<file path="src/rtl/simple_rx_pkg.sv">
// simple_rx_pkg
// Shared definitions for the simple_rx_stats receive/checker block:
// FSM state encoding, statistics register indices, header field offsets
// and the latency saturation value.
package simple_rx_pkg;

  typedef enum logic {
    HEAD = 1'b0,
    BODY = 1'b1
  } rx_state_t;

  localparam logic [3:0] REG_PKT_CNT  = 4'd0;
  localparam logic [3:0] REG_BYTE_CNT = 4'd1;
  localparam logic [3:0] REG_LAT_MIN  = 4'd2;
  localparam logic [3:0] REG_LAT_MAX  = 4'd3;
  localparam logic [3:0] REG_LAT_SUM  = 4'd4;
  localparam logic [3:0] REG_SEQ_ERR  = 4'd5;
  localparam logic [3:0] REG_LAST_SEQ = 4'd6;
  localparam logic [3:0] REG_STATUS   = 4'd7;

  localparam int TS_LSB  = 0;
  localparam int SEQ_LSB = 64;
  localparam int SEQ_W   = 32;
  localparam int LAT_W   = 32;

  localparam logic [LAT_W-1:0] LAT_SAT = 32'hFFFF_FFFF;

endpackage

</file>
<file path="src/rtl/simple_rx_popcount.sv">
// simple_rx_popcount
// Combinational population count of a byte-strobe vector.
// Ports:
//   strb  in   STRB_W  byte qualifiers
//   cnt   out  CNT_W   number of set bits (6 bits for a 32-bit strobe)
module simple_rx_popcount #(
  parameter int STRB_W = 32,
  parameter int CNT_W  = $clog2(STRB_W + 1)
) (
  input  logic [STRB_W-1:0] strb,
  output logic [CNT_W-1:0]  cnt
);

  always_comb begin
    cnt = '0;
    for (int i = 0; i < STRB_W; i++) begin
      cnt = cnt + CNT_W'(strb[i]);
    end
  end

endmodule

</file>
<file path="src/rtl/simple_rx_stats.sv">
// simple_rx_stats
// AXI-Stream receive/checker for the simple_tx traffic generator. Extracts
// the TX timestamp and sequence number from each header beat, computes
// one-way latency against stamp_counter and keeps packet, byte, latency and
// (optionally) sequence-error statistics behind a 1-cycle read port.
//
// Optional feature: define SIMPLE_RX_SEQ_CHECK_EN to build sequence checking
// (registers 5 and 6); otherwise those registers read 0.
//
// Ports:
//   S_AXIS_ACLK     in   clock
//   S_AXIS_ARESET   in   synchronous active-high reset
//   S_AXIS_TDATA    in   stream data; [63:0] timestamp, [95:64] sequence
//   S_AXIS_TSTRB    in   byte qualifiers, popcount added to byte_cnt
//   S_AXIS_TUSER    in   ignored
//   S_AXIS_TVALID   in   beat valid
//   S_AXIS_TREADY   out  beat accept (1 from first cycle after reset)
//   S_AXIS_TLAST    in   last beat of packet
//   stamp_counter   in   free-running global time
//   ext_rst_count   in   clears statistics (not FSM state)
//   rd_addr         in   statistics register index
//   rd_data         out  registered read data
module simple_rx_stats
  import simple_rx_pkg::*;
#(
  parameter int C_S_AXIS_DATA_WIDTH  = 256,
  parameter int C_S_AXIS_TUSER_WIDTH = 128,
  parameter int TIMESTAMP_WIDTH      = 64,
  parameter int C_STAT_WIDTH         = 32
) (
  input  logic                              S_AXIS_ACLK,
  input  logic                              S_AXIS_ARESET,
  input  logic [C_S_AXIS_DATA_WIDTH-1:0]    S_AXIS_TDATA,
  input  logic [C_S_AXIS_DATA_WIDTH/8-1:0]  S_AXIS_TSTRB,
  input  logic [C_S_AXIS_TUSER_WIDTH-1:0]   S_AXIS_TUSER,
  input  logic                              S_AXIS_TVALID,
  output logic                              S_AXIS_TREADY,
  input  logic                              S_AXIS_TLAST,
  input  logic [TIMESTAMP_WIDTH-1:0]        stamp_counter,
  input  logic                              ext_rst_count,
  input  logic [3:0]                        rd_addr,
  output logic [31:0]                       rd_data
);

  localparam int STRB_W = C_S_AXIS_DATA_WIDTH / 8;
  localparam int CNT_W  = $clog2(STRB_W + 1);

  // Latency beyond the 32-bit range (including a timestamp from the
  // "future", which wraps to a huge difference) pins to LAT_SAT.
  function automatic logic [LAT_W-1:0] sat_lat(input logic [TIMESTAMP_WIDTH-1:0] diff);
    if (|diff[TIMESTAMP_WIDTH-1:LAT_W]) return LAT_SAT;
    return diff[LAT_W-1:0];
  endfunction

  function automatic logic [C_STAT_WIDTH-1:0] sat_add(input logic [C_STAT_WIDTH-1:0] a,
                                                      input logic [LAT_W-1:0]        b);
    logic [C_STAT_WIDTH:0] s;
    s = {1'b0, a} + (C_STAT_WIDTH+1)'(b);
    if (s[C_STAT_WIDTH]) return '1;
    return s[C_STAT_WIDTH-1:0];
  endfunction

  rx_state_t state_p0, state_nxt;
  logic      tready_p0;
  logic      accept, hdr_acc, eop;

  logic [TIMESTAMP_WIDTH-1:0] ts, diff;
  logic [LAT_W-1:0]           lat_now, lat_p1, lat_cur;
  logic [CNT_W-1:0]           strb_cnt;

  logic [C_STAT_WIDTH-1:0] pkt_cnt, byte_cnt, lat_sum, seq_err_cnt;
  logic [LAT_W-1:0]        lat_min, lat_max;
  logic [SEQ_W-1:0]        last_seq;
  logic [31:0]             rd_mux;

  logic unused_bits;
  assign unused_bits = ^{S_AXIS_TUSER, S_AXIS_TDATA};

  assign S_AXIS_TREADY = tready_p0;
  assign accept        = S_AXIS_TVALID & tready_p0;
  assign hdr_acc       = accept & (state_p0 == HEAD);
  assign eop           = accept & S_AXIS_TLAST;

  assign ts      = S_AXIS_TDATA[TS_LSB +: TIMESTAMP_WIDTH];
  assign diff    = stamp_counter - ts;
  assign lat_now = sat_lat(diff);
  // A single-beat packet ends on its header, so use the live value there.
  assign lat_cur = (state_p0 == HEAD) ? lat_now : lat_p1;

  simple_rx_popcount #(
    .STRB_W (STRB_W),
    .CNT_W  (CNT_W)
  ) u_popcount (
    .strb (S_AXIS_TSTRB),
    .cnt  (strb_cnt)
  );

  // ---- stage p0: FSM and handshake ----
  always_ff @(posedge S_AXIS_ACLK) begin
    if (S_AXIS_ARESET) begin
      state_p0  <= HEAD;
      tready_p0 <= 1'b0;
    end else begin
      state_p0  <= state_nxt;
      tready_p0 <= 1'b1;
    end
  end

  always_comb begin
    state_nxt = state_p0;
    if (accept) begin
      if (S_AXIS_TLAST) state_nxt = HEAD;
      else              state_nxt = BODY;
    end
  end

  // ---- stage p1: header latency held for the rest of the packet ----
  always_ff @(posedge S_AXIS_ACLK) begin
    if (hdr_acc) lat_p1 <= lat_now;
  end

  // Statistics; an ext_rst_count pulse beats a coincident TLAST.
  always_ff @(posedge S_AXIS_ACLK) begin
    if (S_AXIS_ARESET || ext_rst_count) begin
      pkt_cnt  <= '0;
      byte_cnt <= '0;
      lat_sum  <= '0;
      lat_min  <= LAT_SAT;
      lat_max  <= '0;
    end else begin
      if (accept) byte_cnt <= byte_cnt + C_STAT_WIDTH'(strb_cnt);
      if (eop) begin
        pkt_cnt <= pkt_cnt + 1'b1;
        lat_sum <= sat_add(lat_sum, lat_cur);
        if (lat_cur < lat_min) lat_min <= lat_cur;
        if (lat_cur > lat_max) lat_max <= lat_cur;
      end
    end
  end

`ifdef SIMPLE_RX_SEQ_CHECK_EN
  logic [SEQ_W-1:0] seq, expected_seq;
  assign seq = S_AXIS_TDATA[SEQ_LSB +: SEQ_W];

  // The first packet after reset/clear has no reference, so it never errors.
  always_ff @(posedge S_AXIS_ACLK) begin
    if (S_AXIS_ARESET) begin
      seq_err_cnt  <= '0;
      expected_seq <= '0;
      last_seq     <= '0;
    end else if (ext_rst_count) begin
      seq_err_cnt  <= '0;
      expected_seq <= '0;
    end else if (hdr_acc) begin
      if ((seq != expected_seq) && (pkt_cnt != '0)) seq_err_cnt <= seq_err_cnt + 1'b1;
      expected_seq <= seq + 1'b1;
      last_seq     <= seq;
    end
  end
`else
  assign seq_err_cnt = '0;
  assign last_seq    = '0;
`endif

  // ---- stage p2: registered read port ----
  always_comb begin
    rd_mux = '0;
    case (rd_addr)
      REG_PKT_CNT:  rd_mux = 32'(pkt_cnt);
      REG_BYTE_CNT: rd_mux = 32'(byte_cnt);
      REG_LAT_MIN:  rd_mux = lat_min;
      REG_LAT_MAX:  rd_mux = lat_max;
      REG_LAT_SUM:  rd_mux = 32'(lat_sum);
      REG_SEQ_ERR:  rd_mux = 32'(seq_err_cnt);
      REG_LAST_SEQ: rd_mux = last_seq;
      REG_STATUS:   rd_mux = {30'b0, state_p0 == BODY, tready_p0};
      default:      rd_mux = '0;
    endcase
  end

  always_ff @(posedge S_AXIS_ACLK) begin
    if (S_AXIS_ARESET) rd_data <= '0;
    else               rd_data <= rd_mux;
  end

endmodule

</file>
<file path="config.mk">
export PLATFORM = sky130hd
export DESIGN_NAME = simple_rx_stats
export DESIGN_NICKNAME = d
export VERILOG_FILES = /design/src/rtl/simple_rx_pkg.sv /design/src/rtl/simple_rx_popcount.sv /design/src/rtl/simple_rx_stats.sv
export SDC_FILE = /design/constraint.sdc
export NUM_CORES = 1
export LEC_CHECK = 0
export BUFFER_PORTS_ARGS = -buffer_cell sky130_fd_sc_hd__buf_4
export CAP_MARGIN = 20
export CORE_AREA = 4 4 199 201
export DETAILED_ROUTE_END_ITERATION = 6
export DIE_AREA = 0 0 203 205
export PLACE_DENSITY_LB_ADDON = 0.08
export RECOVER_POWER = 50
export SLEW_MARGIN = 10
export SYNTH_ARGS = -nofsm -noshare
export SYNTH_HDL_FRONTEND = slang
export SYNTH_SLANG_ARGS = --single-unit
</file>
<file path="constraint.sdc">
create_clock -name S_AXIS_ACLK -period 12.05 [get_ports S_AXIS_ACLK]
set_input_delay 1.205 -clock S_AXIS_ACLK [delete_from_list [all_inputs] [get_ports S_AXIS_ACLK]]
set_output_delay 1.205 -clock S_AXIS_ACLK [all_outputs]
set_load 0.1 [all_outputs]
</file>
Word-level counts from Yosys, hierarchy flattened
Index checks and enable logic that the tools add are counted.
- add/sub/neg operators: 35
- order comparisons: 2
- eq/ne operators: 5
- mux-type cells: 12
- bitwise logic cells: 4
- reductions and logical operators: 5
- operators with widths (kind ; number):
    32-bit case mux with 6 select lines ; 1
    6-bit by 1-bit adder with 6-bit output ; 30
    32-bit two-way mux ; 5
    64-bit subtractor ; 1
    32-bit by 32-bit adder with 33-bit output ; 1
    32-bit by 1-bit adder with 32-bit output, second input constant ; 1
    32-bit by 6-bit adder with 32-bit output ; 1
    32-bit greater-than comparator ; 1
    32-bit less-than comparator ; 1
    32-bit OR reduction ; 1
    4-bit by 2-bit == test with 1-bit output, second input constant ; 2
    4-bit by 3-bit == test with 1-bit output, second input constant ; 2
    1-bit two-way mux ; 6
    4-bit by 1-bit == test with 1-bit output, second input constant ; 1
    4-bit logical NOT ; 1
    2-bit AND reduction ; 2
    1-bit bitwise AND ; 3
    1-bit by 1-bit adder with 2-bit output ; 1
    1-bit logical OR ; 1
    1-bit NOT ; 1
- flip-flop bits (word level): 226
- input bits: 489
- output and inout bits: 33
- word-level logic and storage cells: 72

Depth between registers and ports, before layout
Gate-level depths: netlist (run 1).
- depth after elaboration: 32
- depth in mapped cells: 33
- gate-level depth less buffers: 32

Hierarchy
A second synthesis (run 1) with hierarchy kept.
- cells, all modules: 2442
- area, all modules: 18840.6 um^2
- by module, submodules not included (module ; instances ; cells an instance ; area each (um^2) ; seq. area each (um^2)):
    simple_rx_stats ; 1 ; 2369 ; 18082.3 ; 4844.6
    simple_rx_popcount ; 1 ; 73 ; 758.2 ; 0.0

Worst setup path after synthesis (run 1)
No wires, ideal clock.
- path kind: in2reg
- start point: input S_AXIS_TSTRB[0]
- end point: register byte_cnt[23]
- setup time: 128 ps
- data arrival time: 7459 ps
- required time: 11922 ps
- slack: 4463 ps
- stages on the path: 26
- path buffers: 1
- cells stage by stage: ha_1 -> inv_1 -> fa_1 -> inv_1 -> fa_1 -> fa_1 -> fa_1 -> fa_1 -> inv_1 -> fa_1 -> fa_1 -> fa_1 -> inv_1 -> ha_1 -> a21o_1 -> a21o_1 -> a21o_1 -> a21oi_1 -> o21ai_0 -> and3_1 -> and3_1 -> and2_1 -> clkbuf_1 -> nand4_1 -> xor2_1 -> nor2_1
- word-level cells in the longest chain between the ends: 32
- ends and longest elaborated chain (item ; RTL line ; RTL):
    from (decl) ; simple_rx_stats.sv:34 ; input logic [C_S_AXIS_DATA_WIDTH/8-1:0] S_AXIS_TSTRB,
    1-bit by 1-bit adder with 2-bit output ; simple_rx_popcount.sv:17 ; cnt = cnt + CNT_W'(strb[i]);
    6-bit by 1-bit adder with 6-bit output (30 in series) ; simple_rx_popcount.sv:17 ;
    32-bit by 6-bit adder with 32-bit output ; simple_rx_stats.sv:131 ; if (accept) byte_cnt <= byte_cnt + C_STAT_WIDTH'(strb_cnt);
    to (signal assigned) ; simple_rx_stats.sv:131 ;
    to (decl) ; simple_rx_stats.sv:71 ; logic [C_STAT_WIDTH-1:0] pkt_cnt, byte_cnt, lat_sum, seq_err_cnt;
Every way passes these cells.
A chain may end at the register's enable or synchronous reset.

Worst setup path in the final report (run 1)
- start point: input S_AXIS_TDATA[0]
- end point: register lat_sum[1]
- word-level cells in the longest chain between the ends: 10
- ends and longest elaborated chain (item ; RTL line ; RTL):
    from (decl) ; simple_rx_stats.sv:33 ; input logic [C_S_AXIS_DATA_WIDTH-1:0] S_AXIS_TDATA,
    64-bit subtractor (*) ; simple_rx_stats.sv:85 ; assign diff = stamp_counter - ts;
    32-bit OR reduction ; simple_rx_stats.sv:51 ; if (|diff[TIMESTAMP_WIDTH-1:LAT_W]) return LAT_SAT;
    1-bit two-way mux ; simple_rx_stats.sv:51 ;
    32-bit two-way mux (*) ; simple_rx_stats.sv:52 ; return diff[LAT_W-1:0];
    32-bit two-way mux (*) ; simple_rx_stats.sv:88 ; assign lat_cur = (state_p0 == HEAD) ? lat_now : lat_p1;
    via lat_cur[2] ; simple_rx_stats.sv:68 ; logic [LAT_W-1:0] lat_now, lat_p1, lat_cur;
    32-bit by 32-bit adder with 33-bit output (*) ; simple_rx_stats.sv:58 ; s = {1'b0, a} + (C_STAT_WIDTH+1)'(b);
    1-bit two-way mux (*) ; simple_rx_stats.sv:59 ; if (s[C_STAT_WIDTH]) return '1;
    1-bit two-way mux (*) ; simple_rx_stats.sv:132 ; if (eop) begin
    1-bit two-way mux (*) ; simple_rx_stats.sv:124 ; if (S_AXIS_ARESET || ext_rst_count) begin
    32-bit two-way mux (*) ; simple_rx_stats.sv:60 ; return s[C_STAT_WIDTH-1:0];
    to (signal assigned) ; simple_rx_stats.sv:134 ; lat_sum <= sat_add(lat_sum, lat_cur);
    to (decl) ; simple_rx_stats.sv:71 ;
The timed path passes the listed nets; every way through them passes the cells marked *. The select of a mux whose other input is x is not followed.

==> results.sh, run 1 <==
export IMPL_drive_gt1_frac=0.105
export IMPL_fin_crit_ns=10.12
export IMPL_relSlewSlack=-0.597
export IMPL_critPathSlowestCell="nand2_1"
export IMPL_diodes=0
export IMPL_cts_buffer_depth=3
export IMPL_hp_class="register to register"
export IMPL_ys_seq_area_frac=0.263
export IMPL_dieArea_sq_um=41600
export IMPL_place_area_sq_um=20300
export IMPL_final_core_util=0.560
export IMPL_grt_pass1_vias=16631
export IMPL_r2r_start="state_p0"
export IMPL_antenna_found_initial=0
export IMPL_drv_cap=4
export IMPL_fillers=3639
export IMPL_cts_setup_buffers=0
export IMPL_final_cells=2984
export IMPL_cts_tree="done"
export IMPL_startpoint_type="input pin"
export IMPL_rsz0062_at_grt="false"
export IMPL_syn_to_final_growth_pct=14.5
export IMPL_die_h_um=205
export IMPL_cp_max_fo=48
export IMPL_via_per_inst=5.85
export IMPL_critPathLaunch="S_AXIS_TDATA[0]"
export IMPL_finalClockSkew_ns=0.0146
export IMPL_wl_um=56000
export IMPL_htreeDepth=1
export IMPL_grt_pass1_wl_um=88300
export IMPL_path_buf_inv=2
export IMPL_grt_max_degree=83
export IMPL_slowest_delay_ns=0.81
export IMPL_report_final_slew_viol_count=131
export IMPL_ys_warn_count=0
export IMPL_critical_path_class="input pin to register"
export IMPL_ys_ff_latch=226
export IMPL_syn_nets=3013
export IMPL_ys_types=79
export IMPL_drc_errors=2
export IMPL_ys_flop_type="dfxtp_1"
export IMPL_place_congestion=0.908
export IMPL_critical_path_top_delay_family="compound AO/OA/AOI/OAI gates"
export IMPL_worst_pin_slew_ns=2.40
export IMPL_core_area_sq_um=37600
export IMPL_powerDensity_nw_per_um2=134
export IMPL_cts_root_buf="clkbuf_16"
export IMPL_tns_ns=0
export IMPL_vias=17453
export IMPL_io_pins=522
export IMPL_fmax_mhz=98.8
export IMPL_hold_start="lat_max[29]"
export IMPL_finalHoldViolCount=0
export IMPL_numClockSinks=226
export IMPL_die_x_um=203
export IMPL_rows=71
export IMPL_portBuffers=201
export IMPL_final_cell_mix="inv_1, nand2_1, dfxtp_1, a21oi_1, buf_4"
export IMPL_p_leak_nw=8.82
export IMPL_fin_crit_sh=0.840
export IMPL_async_reset_ff_frac=0
export IMPL_synth_edf_count=32
export IMPL_cp_required_ns=12.48
export IMPL_post_cts_resized=0
export IMPL_arrival_ns=10.54
export IMPL_start_util=0.489
export IMPL_firstDrtPassIters=7
export IMPL_multi_input_area_sq_um=12300
export IMPL_synthCells=2324
export IMPL_synth_area_per_cell_sq_um=7.91
export IMPL_postCtsHoldBufs=0
export IMPL_grtUsageTotal=0.259
export IMPL_ir_worst_vdd_mv=0.161
export IMPL_nNetsFinal=3142
export IMPL_grt_overflow=0
export IMPL_place_hpwl_um=43400
export IMPL_endpoint_kind="register"
export IMPL_ant_nets=0
export IMPL_status="finished with violations"
export IMPL_drtIter0Drc=1341
export IMPL_routedWlPerCell_um=18.8
export IMPL_final_area_sq_um=21000
export IMPL_clk_insertion_delay_late_ns=0.54
export IMPL_placed_cells_incl_taps=2936
export IMPL_setup_viol=0
export IMPL_violations="DRC, capacitance limit, slew limit"
export IMPL_crit_top_cell="o21ai_0"
export IMPL_final_common_cell="inv_1"
export IMPL_cts_buffers=26
export IMPL_path_clk_slew_ns=0.06
export IMPL_regArea_sq_um=4850
export IMPL_holdWs_ns=0.483
export IMPL_synthesis_area_sq_um=18400
where the power goes:
part           internal [mW]  switching, mW
logic                  0.459          0.700
registers              0.781         0.0144
clock network          0.548          0.318
registers in the layout, indices dropped and copies added, names as in the netlist:
register       count
S_AXIS_TREADY      1
byte_cnt          32
lat_max           32
lat_min           32
lat_p1            32
lat_sum           32
pkt_cnt           32
rd_data           32
state_p0           1
metal layers:
metal / global-route usage / share of wire / vias up / routed length (um)
li1: - / - / 8600 / -
met1: 0.384 / 0.47 / 8239 / 26600
met2: 0.407 / 0.44 / 552 / 24700
met3: 0.0268 / 0.061 / 62 / 3420
met4: 0.0592 / 0.024 / 0 / 1370
met5: 0 / 0 / - / 0
logic make-up after synthesis:
family                   after synthesis  synth area share
adder cells (fa/ha/maj)              200             0.147
AO/OA/AOI/OAI                        711             0.258
XOR/XNOR                             128            0.0610
multiplexers                          21            0.0148
flip-flops                           226             0.263
buffers and inverters                341            0.0713
AND/OR/NAND/NOR                      697             0.184
final cells by class:
cell class / count / area share
Tap cell: 511 / 0.0304
Inverter: 223 / 0.0398
Timing Repair Buffer: 219 / 0.0719
Clock buffer: 35 / 0.0345
Sequential cell: 226 / 0.230
Clock inverter: 13 / 0.00999
Multi-Input combinational cell: 1757 / 0.583
cell usage after synthesis (6+ instances only):
library cell  instances  share of area
o21bai_1              8         0.0033
buf_2                18         0.0049
a22o_1                7         0.0033
o21ai_1               8         0.0022
xnor2_1              46          0.022
a22oi_1              26          0.011
o311ai_0             27          0.013
o31a_1               22          0.010
or3_1                21         0.0071
and3_1               29         0.0099
nor3b_1               7         0.0029
o21ai_0             127          0.035
nor2_1              169          0.034
a21o_1               62          0.025
o211ai_1             59          0.024
a31o_2                6         0.0029
clkbuf_1             93          0.019
inv_1               223          0.046
nand3_1              48          0.013
a211oi_1             10         0.0041
o311ai_1              7         0.0033
and2_1               19         0.0065
xor2_1               82          0.039
edfxtp_1             32          0.052
nor4_1               12         0.0041
o31ai_1              28          0.011
a21oi_1             184          0.050
or2_2                15         0.0051
and4_1                7         0.0033
a211o_1               8         0.0038
nand2b_1             73          0.025
o2111ai_1            14         0.0067
nor2b_1              19         0.0065
a222oi_1             17         0.0093
mux2i_1              16         0.0087
nand4_1              40          0.014
nor3_1               22         0.0060
dfxtp_1             194           0.21
nand2_1             203          0.041
a31oi_1              24         0.0082
ha_1                173           0.12
fa_1                 27          0.029
o21a_1               25          0.010
path summary, 6_finish.rpt:
check | to | slack (ns) | cells past startpoint
hold / removal | lat_max[29] | 0.48 | 2
setup / recovery | lat_sum[1] | 1.93 | 29
setup reg to reg | lat_sum[1] | 6.40 | 19
hold reg to reg | lat_max[29] | 0.48 | 2
metrics by stage:
step	setup WS [ns]	power, mW
4_1_cts	2.58	2.84
3_3_place_gp	2.19	1.94
6_report	1.93	2.82
2_1_floorplan	4.46	1.63
5_1_grt	1.17	3.00
3_5_place_dp	2.07	1.97
tightest hold or removal path, delay by kind of cell, from the launching register on:
family / cells / cell delay [ns]
compound gates: 1 / 0.05
flops: 1 / 0.32
simple gates: 1 / 0.06
Power figures use the tool's default switching activity.
==> inputs of run 2 (changes only) <==
--- a/config.mk
+++ b/config.mk
@@ -7,9 +7,9 @@
 export LEC_CHECK = 0
 export BUFFER_PORTS_ARGS = -buffer_cell sky130_fd_sc_hd__buf_4
 export CAP_MARGIN = 20
-export CORE_AREA = 4 4 199 201
+export CORE_MARGIN = 4
+export CORE_UTILIZATION = 49
 export DETAILED_ROUTE_END_ITERATION = 6
-export DIE_AREA = 0 0 203 205
 export PLACE_DENSITY_LB_ADDON = 0.08
 export RECOVER_POWER = 50
 export SLEW_MARGIN = 10
==> constraint.sdc (replaced) <==
create_clock -name S_AXIS_ACLK -period 8.9 [get_ports S_AXIS_ACLK]
set_input_delay 0.89 -clock S_AXIS_ACLK [delete_from_list [all_inputs] [get_ports S_AXIS_ACLK]]
set_output_delay 0.89 -clock S_AXIS_ACLK [all_outputs]
set_load 0.1 [all_outputs]
==> run 2 against run 1 <==
The flow finishes with violations (capacitance limit, slew limit); core utilization up 1.5 points; critical path depth rose by 3; sequential power increased by 36%; sequential share of layout area decreased by 0.11 points; design area increased by 0.49%; combinational power increased by 33%; critical endpoint is now lat_sum[28].
==> results.sh, run 2 (same netlist as run 1, synthesis figures left out) <==
export IMPL_fmax_mhz=122
export IMPL_report_final_slew_viol_count=231
export IMPL_r2r_cells=20
export IMPL_core_area_sq_um=36800
export IMPL_status="finished with violations"
export IMPL_cts_setup_buffers=0
export IMPL_drive_gt1_frac=0.115
export IMPL_die_x_um=202
export IMPL_final_common_cell="inv_1"
export IMPL_io_pins=522
export IMPL_place_congestion=0.940
export IMPL_tns_ns=0
export IMPL_arrival_ns=8.58
export IMPL_drtIter0Drc=1282
export IMPL_crit_top_cell="a21oi_1"
export IMPL_cp_max_fo=28
export IMPL_route_met2_wl_um=25000
export IMPL_holdWs_ns=0.484
export IMPL_post_cts_resized=0
export IMPL_top_layer="met4"
export IMPL_fin_crit_sh=0.918
export IMPL_ir_worst_vdd_mv=0.202
export IMPL_nNetsFinal=3167
export IMPL_final_cell_mix="inv_1, nand2_1, buf_4, dfxtp_1, a21oi_1"
export IMPL_firstDrtPassIters=6
export IMPL_place_hpwl_um=44500
export IMPL_cp_required_ns=9.31
export IMPL_dieArea_sq_um=40700
export IMPL_cts_buffer_depth=3
export IMPL_clk_insertion_delay_late_ns=0.55
export IMPL_whs_path_depth=2
export IMPL_ant_nets=0
export IMPL_vias=17619
export IMPL_fin_crit_ns=8.17
export IMPL_syn_to_final_growth_pct=15.0
export IMPL_violations="capacitance limit, slew limit"
export IMPL_drc_errors=0
export IMPL_final_area_sq_um=21200
export IMPL_wl_met3_um=3620
export IMPL_numClockSinks=226
export IMPL_htreeDepth=1
export IMPL_relSlewSlack=-0.801
export IMPL_critical_path_class="input pin to register"
export IMPL_cts_tree="done"
export IMPL_wl_met1_um=26000
export IMPL_grt_pass1_vias=16859
export IMPL_place_area_sq_um=20400
export IMPL_start_util=0.500
export IMPL_grt_max_degree=81
export IMPL_cts_buffers=26
export IMPL_wl_um=56500
export IMPL_diodes=0
export IMPL_startpoint_type="input pin"
export IMPL_portBuffers=201
export IMPL_grtUsageTotal=0.266
export IMPL_powerDensity_nw_per_um2=178
export IMPL_postCtsHoldBufs=0
export IMPL_rows=70
export IMPL_via_per_inst=5.94
export IMPL_cts_root_buf="clkbuf_16"
export IMPL_p_leak_nw=8.93
export IMPL_routedWlPerCell_um=19.1
export IMPL_slowest_delay_ns=0.50
export IMPL_fillers=3534
export IMPL_die_h_um=202
export IMPL_endpoint_kind="register"
export IMPL_worst_pin_slew_ns=2.70
export IMPL_rsz0062_at_grt="false"
export IMPL_finalClockSkew_ns=0.0282
export IMPL_grt_pass1_wl_um=89700
export IMPL_hp_class="register to register"
export IMPL_grt_overflow=0
export IMPL_finalHoldViolCount=0
export IMPL_critPathSlowestCell="o31ai_1"
export IMPL_final_core_util=0.575
export IMPL_path_clk_slew_ns=0.06
export IMPL_setup_viol=0
export IMPL_antenna_found_initial=0
export IMPL_drv_cap=6
run 2: cell count changes in the layout (fill, tap and decap cells not counted), sizes merged:
cell,change
buf,+25
clkinv,-2
clkbuf,+4
bufinv,-2
run 2: per-stage QoR:
step | worst slack (ns) | instances | power [mW]
floorplan | 1.63 | 2324 | 2.21
global placement | 0.447 | 2918 | 2.62
detailed placement | 0.351 | 2918 | 2.65
CTS | 0.883 | 2966 | 3.80
global route | 0.122 | 2966 | 4.01
finish | 0.728 | 2966 | 3.77
run 2: final timing paths:
kind                        start           to  slack [ns]
hold / removal        lat_max[19]  lat_max[19]        0.48
hold reg to reg       lat_max[19]  lat_max[19]        0.48
setup reg to reg         state_p0  lat_sum[28]        2.54
setup / recovery  S_AXIS_TDATA[0]  lat_sum[28]        0.73
run 2: worst max-delay path: cells and delay by family:
family | cells | cell delay (ns)
AO/OA/AOI/OAI | 19 | 4.69
buffers and inverters | 5 | 1.04
adder cells (fa/ha/maj) | 3 | 1.02
AND/OR/NAND/NOR | 4 | 0.63
multiplexers | 1 | 0.27
run 2: layer usage:
metal  global-route usage  vias to the layer above
met5                    0                        -
met4               0.0879                        0
met3               0.0282                       78
met2                0.425                      567
met1                0.377                     8315
li1                     -                     8659
run 2: report_power, final:
part	internal, mW	switching [mW]	total (mW)	leakage [nW]
logic	0.638	0.906	1.54	6.64
registers	1.06	0.0193	1.08	1.84
clock network	0.705	0.439	1.14	0.451
total	2.40	1.36	3.77	8.93
run 2: cell type report:
class,count,area [sq um],area share
clock inverters,9,160,0.00757
multi-input cells,1757,12300,0.580
clock buffers,39,759,0.0359
inverters,223,837,0.0396
well taps,468,586,0.0277
flip-flops and latches,226,4850,0.229
repair buffers,244,1690,0.0801
